### src/rtl/mips_ctrl_pkg.sv
// rtl/mips_ctrl_pkg.sv - shared state, opcode, funct and ALU encodings for the multicycle MIPS controller
package mips_ctrl_pkg;

  typedef enum logic [3:0] {
    FETCH    = 4'd0,
    DECODE   = 4'd1,
    MEMADR   = 4'd2,
    MEMREAD  = 4'd3,
    MEMWB    = 4'd4,
    MEMWRITE = 4'd5,
    EXECUTE  = 4'd6,
    ALUWB    = 4'd7,
    BRANCH   = 4'd8,
    ADDIEXEC = 4'd9,
    ADDIWB   = 4'd10,
    JUMP     = 4'd11
  } state_t;

  localparam logic [5:0] OP_RTYPE = 6'b000000;
  localparam logic [5:0] OP_LW    = 6'b100011;
  localparam logic [5:0] OP_SW    = 6'b101011;
  localparam logic [5:0] OP_BEQ   = 6'b000100;
  localparam logic [5:0] OP_ADDI  = 6'b001000;
  localparam logic [5:0] OP_J     = 6'b000010;

  localparam logic [5:0] FN_ADD = 6'b100000;
  localparam logic [5:0] FN_SUB = 6'b100010;
  localparam logic [5:0] FN_AND = 6'b100100;
  localparam logic [5:0] FN_OR  = 6'b100101;
  localparam logic [5:0] FN_SLT = 6'b101010;
  localparam logic [5:0] FN_NOR = 6'b100111;

  localparam logic [2:0] ALU_AND = 3'b000;
  localparam logic [2:0] ALU_OR  = 3'b001;
  localparam logic [2:0] ALU_ADD = 3'b010;
  localparam logic [2:0] ALU_SUB = 3'b110;
  localparam logic [2:0] ALU_SLT = 3'b111;
  localparam logic [2:0] ALU_NOR = 3'b100;

endpackage

### src/rtl/alu_decoder.sv
// rtl/alu_decoder.sv - combinational R-type funct to ALU operation decoder
module alu_decoder
  import mips_ctrl_pkg::*;
(
  input  logic [5:0] Funct,
  output logic [2:0] alu_ctrl,
  output logic       funct_valid
);

  // Map funct field to ALU operation; unknown functs fall back to ADD and flag invalid
  always_comb begin
    alu_ctrl    = ALU_ADD;
    funct_valid = 1'b1;
    case (Funct)
      FN_ADD:  alu_ctrl = ALU_ADD;
      FN_SUB:  alu_ctrl = ALU_SUB;
      FN_AND:  alu_ctrl = ALU_AND;
      FN_OR:   alu_ctrl = ALU_OR;
      FN_SLT:  alu_ctrl = ALU_SLT;
      FN_NOR:  alu_ctrl = ALU_NOR;
      default: funct_valid = 1'b0;
    endcase
  end

endmodule

### src/rtl/mips_multicycle_ctrl.sv
// rtl/mips_multicycle_ctrl.sv - multicycle MIPS main control FSM with memory wait timeout
module mips_multicycle_ctrl
  import mips_ctrl_pkg::*;
#(
  parameter int TIMEOUT = 16
) (
  input  logic       clk,
  input  logic       reset_n,
  input  logic [5:0] Op,
  input  logic [5:0] Funct,
  input  logic       Zero,
  input  logic       MemReady,
  output logic       IorD,
  output logic       MemWrite,
  output logic       IRWrite,
  output logic       RegDst,
  output logic       MemtoReg,
  output logic       RegWrite,
  output logic       ALUSrcA,
  output logic [1:0] ALUSrcB,
  output logic [2:0] ALUControl,
  output logic [1:0] PCSrc,
  output logic       PCEn,
  output logic       BusError,
  output logic [3:0] State
);

  // Counter is only 4 bits wide, so larger limits are clamped
  localparam logic [3:0] TMO_LIM = (TIMEOUT > 15) ? 4'd15 : 4'(TIMEOUT);
  localparam bit         TMO_EN  = (TIMEOUT > 0);

  state_t     state, state_next;
  logic [3:0] wait_cnt;
  logic       bus_error;
  logic       waiting, timeout;
  logic       mem_write_raw, ir_write_raw, reg_write_raw, pc_write, branch;
  logic [2:0] dec_alu;
  logic       funct_valid;

  alu_decoder u_alu_decoder (
    .Funct       (Funct),
    .alu_ctrl    (dec_alu),
    .funct_valid (funct_valid)
  );

  // A cycle counts as waiting only in the memory-access states with MemReady low;
  // timeout fires on the waiting cycle that brings the count to the limit
  assign waiting = ((state == FETCH) || (state == MEMREAD) || (state == MEMWRITE)) && !MemReady;
  assign timeout = TMO_EN && waiting && (wait_cnt == (TMO_LIM - 4'd1));

  // State register, saturating wait counter and sticky bus-error flag
  always_ff @(posedge clk) begin
    if (!reset_n) begin
      state     <= FETCH;
      wait_cnt  <= 4'd0;
      bus_error <= 1'b0;
    end else begin
      state <= state_next;
      if (waiting && !timeout)
        wait_cnt <= (wait_cnt == 4'hF) ? wait_cnt : wait_cnt + 4'd1;
      else
        wait_cnt <= 4'd0;
      if (timeout)
        bus_error <= 1'b1;
    end
  end

  // Next-state and Moore output decode; MemReady/Zero/Funct qualify a few outputs
  always_comb begin
    state_next    = state;
    IorD          = 1'b0;
    RegDst        = 1'b0;
    MemtoReg      = 1'b0;
    ALUSrcA       = 1'b0;
    ALUSrcB       = 2'b00;
    ALUControl    = ALU_ADD;
    PCSrc         = 2'b00;
    mem_write_raw = 1'b0;
    ir_write_raw  = 1'b0;
    reg_write_raw = 1'b0;
    pc_write      = 1'b0;
    branch        = 1'b0;
    case (state)
      FETCH: begin
        ALUSrcB      = 2'b01;
        ir_write_raw = MemReady;
        pc_write     = MemReady;
        if (MemReady) state_next = DECODE;
      end
      DECODE: begin
        ALUSrcB = 2'b11;
        case (Op)
          OP_LW, OP_SW: state_next = MEMADR;
          OP_RTYPE:     state_next = EXECUTE;
          OP_BEQ:       state_next = BRANCH;
          OP_ADDI:      state_next = ADDIEXEC;
          OP_J:         state_next = JUMP;
          default:      state_next = FETCH;
        endcase
      end
      MEMADR: begin
        ALUSrcA    = 1'b1;
        ALUSrcB    = 2'b10;
        state_next = (Op == OP_LW) ? MEMREAD : MEMWRITE;
      end
      MEMREAD: begin
        IorD = 1'b1;
        if (MemReady)     state_next = MEMWB;
        else if (timeout) state_next = FETCH;
      end
      MEMWB: begin
        MemtoReg      = 1'b1;
        reg_write_raw = 1'b1;
        state_next    = FETCH;
      end
      MEMWRITE: begin
        IorD          = 1'b1;
        mem_write_raw = !timeout;
        if (MemReady || timeout) state_next = FETCH;
      end
      EXECUTE: begin
        ALUSrcA    = 1'b1;
        ALUControl = funct_valid ? dec_alu : ALU_ADD;
        state_next = funct_valid ? ALUWB : FETCH;
      end
      ALUWB: begin
        RegDst        = 1'b1;
        reg_write_raw = 1'b1;
        state_next    = FETCH;
      end
      BRANCH: begin
        ALUSrcA    = 1'b1;
        ALUControl = ALU_SUB;
        PCSrc      = 2'b01;
        branch     = 1'b1;
        state_next = FETCH;
      end
      ADDIEXEC: begin
        ALUSrcA    = 1'b1;
        ALUSrcB    = 2'b10;
        state_next = ADDIWB;
      end
      ADDIWB: begin
        reg_write_raw = 1'b1;
        state_next    = FETCH;
      end
      JUMP: begin
        PCSrc      = 2'b10;
        pc_write   = 1'b1;
        state_next = FETCH;
      end
      default: state_next = FETCH;
    endcase
  end

  assign MemWrite = mem_write_raw & reset_n;
  assign IRWrite  = ir_write_raw & reset_n;
  assign RegWrite = reg_write_raw & reset_n;
  assign PCEn     = (pc_write | (branch & Zero)) & reset_n;
  assign BusError = bus_error;
  assign State    = state;

endmodule
### config.mk
export PLATFORM = sky130hd
export DESIGN_NAME = mips_multicycle_ctrl
export DESIGN_NICKNAME = d
export VERILOG_FILES = /design/src/rtl/mips_ctrl_pkg.sv /design/src/rtl/alu_decoder.sv /design/src/rtl/mips_multicycle_ctrl.sv
export SDC_FILE = /design/constraint.sdc
export NUM_CORES = 1
export LEC_CHECK = 0
export BUFFER_PORTS_ARGS = -buffer_cell sky130_fd_sc_hd__buf_4
export CAP_MARGIN = 5
export CORE_MARGIN = 2
export CORE_UTILIZATION = 47
export DETAILED_ROUTE_END_ITERATION = 8
export PLACE_DENSITY = 0.89
export SYNTH_ARGS = -nofsm -noshare
export SYNTH_HDL_FRONTEND = slang
export SYNTH_HIERARCHICAL = 1
export SYNTH_SLANG_ARGS = --single-unit
### constraint.sdc
create_clock -name clk -period 2.4 [get_ports clk]
set_clock_uncertainty 0.1 [all_clocks]
set_input_delay 0.36 -clock clk [delete_from_list [all_inputs] [get_ports clk]]
set_output_delay 0.36 -clock clk [all_outputs]
set_load 0.005 [all_outputs]
==> out/metrics.cfg, run 1 <==
[power_and_ir_drop]
power.share.sequential_pct = 26.4
comb_power_share_pct = 60.1
p_leak_nw = 0.494
p_switching_mw = 0.390
clkPwrFrac_pct = 13.5
power_density_nw_per_um2 = 752
peakVddDrop_v = 0.000377
swShare_pct = 43.8
internal-power_mw = 0.500

[cts]
cts.sinks = 9
cts-root-buf = clkbuf_4
clkLatencyLatePin_ns = 0.27
cts_tree = done
clockBufferDepth = 2
htree_levels = 1
cts_buffers = 3
clk_pin_slew_ns = 0.06

[synthesis]
yosysTopAreaCellShare_pct = 20.6
synthDistinctLibCells = 39
syn-instance-count = 124
yosysSeqAreaShare_pct = 20.6
synth_warnings = 6
synthTopCellsByArea = dfxtp_1 (21%), nor2_1 (6.4%), nand2_1 (4.7%)
syn-mean-instance-area_um2 = 7.04
netlist_top_cells_count = nor2_1 (15), nand2_1 (11), dfxtp_1 (9)
syn_nets = 142
ys_ff_latch = 9
synth_area_leader_cell = dfxtp_1
synthArstFlopShare_pct = 0
netlist_area_um2 = 873
synth_ff_type = dfxtp_1
yosysMostFrequentCell = nor2_1
synth_edf_count = 0

[setup_path]
path_buf_inv = 2
endpoint_kind = output port
cp.arrival_ns = 1.83
worstRegToRegCells = 5
rrSetupSlack_ns = 0.45
crit_path_max_fanout = 12
crit_type = reg2out
slowest_delay_ns = 0.44
r2r-start = State[1]
critPathSlowestCell = or3b_2
cp.required_ns = 1.94
cp_top_family = simple AND/OR/NAND/NOR gates
path_cells = buf_4 -> or3b_2 -> a21oi_1 -> a31oi_1 -> nor3b_1 -> buf_4
cp_common_cell = buf_4
r2r_end = State[2]
start_kind = register

[status]
outcome = finished, final reports clean

[global_routing]
grt_pass1_vias = 892
grt_max_degree = 16
grt_overflow = 0
antenna_found_initial = 0
grt_pass1_wl_um = 3650
grt_use_total_pct = 22.5

[cells_and_area]
final_cell_area_um2 = 1180
nets = 177
synthToLayoutAreaGrowth_pct = 35.4
drive_above_1_share_pct = 28.5
utilization_pct = 67.7
n_antenna_cell = 0
n_fill_cell = 174

[timing]
post-route-period-util_pct = 95.4
relSlewSlack_pct = 72.4
final-max-slew-violation-count = 0
setup_viol = 0
period_minus_slack_ns = 2.29
rsz0062_at_grt = no
setup-tns-final_ns = 0
timing.hold.ws_ns = 0.273
hold_viol = 0
max_freq_ghz = 0.437
tightest_slew_ns = 0.412

[routing]
dr.first_iter.drc_count = 26
drc = 0
viasPerCell = 5.85
vias = 1071
route.met3.wl_um = 171
wl_per_cell_um = 12.6
drt_pass1_iterations = 4
ant_nets = 0
wl_met2_um = 1090
highest_layer = met4
met1Wirelength_um = 1020
routed_wl_um = 2310

[floorplan]
dieHeight_um = 47.1
core_area_um2 = 1750
dieArea_um2 = 2220
start_util_pct = 50.0
io-pin-count = 36
fp.dieW_um = 47.1
rows = 15

[hold_path]
hold_end = State[3]
min-delay-start = Op[2]
hold_class = in2reg
hold_depth = 3

[place]
place_congestion = 0.885
placed_area_um2 = 1150
portBuffers = 35
hpwlAfterDp_um = 1830

[run]
max_cap_violations = 0

worst register-to-register path, cell delays in order (launching register included):
cell and delay, ns:
dfxtp_1 0.38, buf_4 0.20, or4_1 0.51, o21ai_1 0.12
or3b_1 0.37, a31oi_1 0.19
cell type report:
class / instances / area (um^2) / share of cell area, %
multi-input combinational: 103 / 639 / 54.1
timing repair buffer: 39 / 293 / 24.8
sequential: 9 / 181 / 15.3
tap: 25 / 31.3 / 2.65
clock buffer: 4 / 26.3 / 2.22
inverter: 3 / 11.3 / 0.952
worst max path at each step:
stage / from / endpoint / depth (start not counted)
3_3_place_gp: Funct[4] / ALUControl[1] / 6
4_1_cts: State[0] / MemWrite / 5
3_5_place_dp: Funct[4] / ALUControl[1] / 6
5_1_grt: State[1] / PCEn / 6
6_report: State[1] / PCEn / 6
2_1_floorplan: State[1] / ALUControl[1] / 4
metrics by stage:
stage / std cells / setup WS, ns / total power, mW
global route: 183 / 0.0318 / 0.956
finish: 183 / 0.111 / 0.889
global placement: 179 / 0.400 / 0.755
floorplan: 124 / 0.619 / 0.565
CTS: 183 / 0.116 / 0.886
detailed placement: 179 / 0.341 / 0.766
routing by layer:
metal	vias up	GRT usage, %
li1	532	-
met1	490	28.5
met2	43	36.2
met3	6	7.69
met4	0	6.67
met5	-	0
state kept, by name (all words and copies together) (netlist names):
signal,count
State,4
BusError,1
wait_cnt,4
power groups by stage:
stage          registers, mW  clock network [mW]  logic (mW)
6_report               0.235               0.120       0.535
5_1_grt                0.239               0.129       0.588
4_1_cts                0.233               0.120       0.533
3_5_place_dp           0.235                   0       0.531
3_3_place_gp           0.234                   0       0.521
2_1_floorplan          0.203                   0       0.362
cell families (layout without fill, tap and decap cells):
kind of cell / count (synthesis) / count (layout) / share of synthesized area [%]
buf+inv: 12 / 46 / 6.16
xor+xnor: 3 / 3 / 3.01
flops: 9 / 9 / 20.6
simple gates: 66 / 66 / 42.3
fa+ha+maj: 2 / 2 / 2.86
compound gates: 31 / 31 / 23.9
mux: 1 / 1 / 1.15
cell usage in the layout, fill, tap and decap left out, types with 3 or more instances in the layout:
cell type,count
a21oi_1,7
nor3_1,8
inv_1,3
buf_4,39
clkbuf_4,3
nand2b_1,3
xnor2_1,3
dfxtp_1,8
or4_1,3
a22o_1,3
o31ai_1,3
nand3_1,7
nor3b_1,4
nor4b_1,3
nor2_1,15
a31oi_1,5
nand2_1,11
repair_timing:
action	in CTS	in global routing
setup endpoints to repair	0	1
hold buffers	0	0
hold endpoints to repair	0	0
gates resized for setup	0	1
buffers inserted	0	0
Note: power is estimated with default switching activity, not from simulation.
==> run 2, diff against run 1 <==
- REMOVE_ABC_BUFFERS: default -> 1
==> run 2 against run 1 <==
Net effect: die area unchanged; combinational power increased by 1%; total power increased by 0.76%; largest cell class unchanged; design area unchanged; final cell count unchanged; clock power about the same; worst hold slack improved by 0.0086 ns.
==> out/metrics.cfg, run 2 (same netlist as run 1, synthesis figures left out) <==
[status]
outcome = finished, final reports clean

[cts]
clkLatencyLatePin_ns = 0.26
postCtsSetupBuffers = 0
cts-root-buf = clkbuf_4
htree_levels = 1
cts_tree = done
cts_buffers = 3
clk_pin_slew_ns = 0.06
cts.sinks = 9
clockBufferDepth = 2

[global_routing]
antenna_found_initial = 0
grt.busiest_layer = met2
grt_pass1_vias = 965
met1_usage_pct = 30.9
grt_max_degree = 16
grt_pass1_wl_um = 3950
grt_use_total_pct = 24.8
grt.met3_usage_pct = 6.92
grt_overflow = 0
use_met2_pct = 42.7

[timing]
rsz0062_at_grt = no
setup-tns-final_ns = 0
relSlewSlack_pct = 69.8
final-max-slew-violation-count = 0
setup_viol = 0
period_minus_slack_ns = 2.25
hold_viol = 0
post-route-period-util_pct = 93.8
tightest_slew_ns = 0.452
max_freq_ghz = 0.444

[routing]
drc = 0
ant_nets = 0
drt_pass1_iterations = 4
dr.first_iter.drc_count = 40
routed_wl_um = 2500
viasPerCell = 5.89
vias = 1077
wl_per_cell_um = 13.6

[cells_and_area]
drive_above_1_share_pct = 28.5
final_cell_area_um2 = 1180
n_fill_cell = 149
final_cell_mix = buf_4 (39), nor2_1 (15), nand2_1 (11)
nets = 177
n_antenna_cell = 0
mostFrequentLayoutCell = buf_4
synthToLayoutAreaGrowth_pct = 35.4

[setup_path]
path_cells = inv_1 -> ha_1 -> nand3_1 -> nor2_1 -> nor4b_1 -> buf_4
crit_type = reg2out
crit_path_max_fanout = 5
critPathSlowestCell = dfxtp_1
start_kind = register
cp.arrival_ns = 1.79
cp_top_family = simple AND/OR/NAND/NOR gates
path_buf_inv = 2
endpoint_kind = output port
slowest_delay_ns = 0.41
cp.required_ns = 1.94

[place]
hpwlAfterDp_um = 1940
placed_area_um2 = 1150
portBuffers = 35
place_congestion = 0.894

[floorplan]
dieArea_um2 = 2220
fp.dieW_um = 47.1
start_util_pct = 50.0
dieHeight_um = 47.1
rows = 15
core_area_um2 = 1750
io-pin-count = 36

[hold_path]
hold_class = in2reg

[power_and_ir_drop]
total_power_mw = 0.896
peakVddDrop_v = 0.000548
power_density_nw_per_um2 = 758
p_leak_nw = 0.494

[run]
max_cap_violations = 0

==> run 2: cell counts in the layout (fill, tap and decap cells not counted) <==
No cell type changed its count.
==> run 2: worst paths after layout <==
path,cells after the start,startpoint,slack [ns],end
max,6,wait_cnt[0],0.15,MemWrite
min,3,Op[2],0.28,State[3]
max reg2reg,5,State[1],0.48,State[2]
min reg2reg,1,BusError,0.37,BusError
==> run 2: area by class of cell <==
class / count / area (um^2) / share of cell area, %
well taps: 25 / 31.3 / 2.65
clock buffers: 4 / 26.3 / 2.22
multi-input cells: 103 / 639 / 54.1
flip-flops and latches: 9 / 181 / 15.3
repair buffers: 39 / 293 / 24.8
inverters: 3 / 11.3 / 0.952
==> run 2: metal layers <==
metal / vias to the layer above / wire [um]
met5: - / 0
met4: 0 / 12
met3: 2 / 198
met2: 52 / 1220
met1: 491 / 1070
li1: 532 / -
==> run 2: repair_timing <==
action	CTS	global route
hold buffers	0	0
gates resized for setup	0	1
setup endpoints to repair	0	1
==> run 2: stage by stage <==
stage	std cells	utilization [%]	hold slack (ns)	setup slack [ns]
finish	183	67.7	0.282	0.150
CTS	183	67.7	0.271	0.106
detailed placement	179	66.2	0.360	0.359
global placement	179	66.2	0.350	0.404
global route	183	67.7	0.287	0.0306
floorplan	115	-	0.364	0.522
==> run 2: report_power, final <==
group / internal, mW / switching [mW]
clock: 0.0641 / 0.0527
combinational: 0.255 / 0.287
sequential: 0.180 / 0.0566
total: 0.500 / 0.396
==> run 2: tightest hold or removal path, stage by stage <==
cell,delay [ns]
buf_4,0.10
a21oi_1,0.06
nor2_1,0.08
==> run 3, diff against run 2 <==
- CORE_UTILIZATION: 47 -> 34
- PLACE_DENSITY: 0.89 -> 0.71
- RECOVER_POWER: default -> 25
==> run 3 against run 2 <==
Net effect: sequential cell count stayed put; largest power group unchanged; largest cell class unchanged; wire length down 1.2%; maximum frequency up 1.0%; highest routed layer is now met3.
==> out/metrics.cfg, run 3 (same netlist as run 1, synthesis figures left out) <==
[power_and_ir_drop]
internal-power_mw = 0.493
p_switching_mw = 0.391
clkPwrFrac_pct = 12.7
peakVddDrop_v = 0.000320
total_power_mw = 0.884
power.share.sequential_pct = 26.4
power_density_nw_per_um2 = 746
p_leak_nw = 0.489
swShare_pct = 44.2
comb_power_share_pct = 60.9

[status]
outcome = finished, final reports clean

[global_routing]
grt_pass1_vias = 905
grt_overflow = 0
grt_max_degree = 19
grt_pass1_wl_um = 3830
grt_use_total_pct = 17.1
antenna_found_initial = 0

[routing]
vias = 1046
routed_wl_um = 2470
drc = 0
dr.first_iter.drc_count = 23
drt_pass1_iterations = 4
ant_nets = 0
viasPerCell = 5.56
wl_per_cell_um = 13.1

[cells_and_area]
drive_above_1_share_pct = 27.8
nets = 177
n_antenna_cell = 0
final_cell_mix = buf_4 (37), nor2_1 (15), nand2_1 (11)
mostFrequentLayoutCell = buf_4
n_fill_cell = 257
synthToLayoutAreaGrowth_pct = 35.7

[timing]
setup-tns-final_ns = 0
rsz0062_at_grt = no
tightest_slew_ns = 0.443
setup_slack_ns = 0.173
max_freq_ghz = 0.449
period_minus_slack_ns = 2.23
setup_viol = 0
final-max-slew-violation-count = 0
post-route-period-util_pct = 92.8
hold_viol = 0
relSlewSlack_pct = 70.4

[setup_path]
slowest_delay_ns = 0.46
start_kind = register
crit_type = reg2out
path_cells = clkbuf_1 -> nand3_1 -> or4_1 -> buf_4
critPathSlowestCell = dfxtp_2
rrSetupSlack_ns = 0.67
endpoint_kind = output port
cp.arrival_ns = 1.77
cp.required_ns = 1.94
crit_path_max_fanout = 12

[cts]
htree_levels = 1
clkLatencyLatePin_ns = 0.26
clockBufferDepth = 2
cts-root-buf = clkbuf_4
cts.sinks = 9
cts_buffers = 3
cts_tree = done
clk_pin_slew_ns = 0.05
postCtsSetupBuffers = 0

[hold_path]
hold_class = in2reg

[floorplan]
core_area_um2 = 2450
rows = 18
dieHeight_um = 54.7
dieArea_um2 = 2990
fp.dieW_um = 54.7
start_util_pct = 35.6
io-pin-count = 36

[place]
portBuffers = 35
hpwlAfterDp_um = 1860
pre_cts_slack_ns = 0.382
place_congestion = 0.833

[run]
max_cap_violations = 0

## run 3: layout make-up
| class | count | area (um^2) | area share (%) |
|---|---|---|---|
| clock buffer | 4 | 26.3 | 2.22 |
| tap | 30 | 37.5 | 3.17 |
| inverter | 3 | 11.3 | 0.950 |
| timing repair buffer | 39 | 289 | 24.4 |
| sequential | 9 | 181 | 15.3 |
| multi-input combinational | 103 | 639 | 54.0 |
## run 3: power groups by stage
stage	clock (mW)	sequential [mW]	combinational (mW)
floorplan	0	0.268	0.258
detailed placement	0	0.234	0.540
CTS	0.119	0.232	0.542
global placement	0	0.235	0.535
finish	0.112	0.233	0.539
global route	0.129	0.238	0.590
## run 3: stage by stage
stage	util, %	hold slack [ns]	instance area [um^2]	std cells
2_1_floorplan	-	0.364	831	115
3_3_place_gp	47.3	0.351	1160	184
3_5_place_dp	47.3	0.365	1160	184
4_1_cts	48.4	0.279	1190	188
5_1_grt	48.3	0.284	1180	188
6_report	48.3	0.281	1180	188
## run 3: what timing repair did
item | 4_1_cts | 5_1_grt
hold buffers | 0 | 0
resized for setup | 0 | 1
setup endpoints to repair | 0 | 1
## run 3: final timing paths
path	endpoint	from	cells after the start
min	State[3]	Op[2]	3
max	ALUControl[1]	State[1]	4
min reg2reg	BusError	BusError	1
max reg2reg	State[2]	State[1]	4
## run 3: worst max-delay path, delay by kind of cell, from the launching register on
family,cells,cell delay [ns]
buf+inv,2,0.44
simple gates,2,0.61
flops,1,0.46
## run 3: layer usage
metal	track usage (%)	vias to the layer above	wire length (um)
li1	-	528	-
met1	24.2	488	1240
met2	27.0	30	1120
met3	3.28	0	112
met4	2.50	0	0
met5	0	-	0
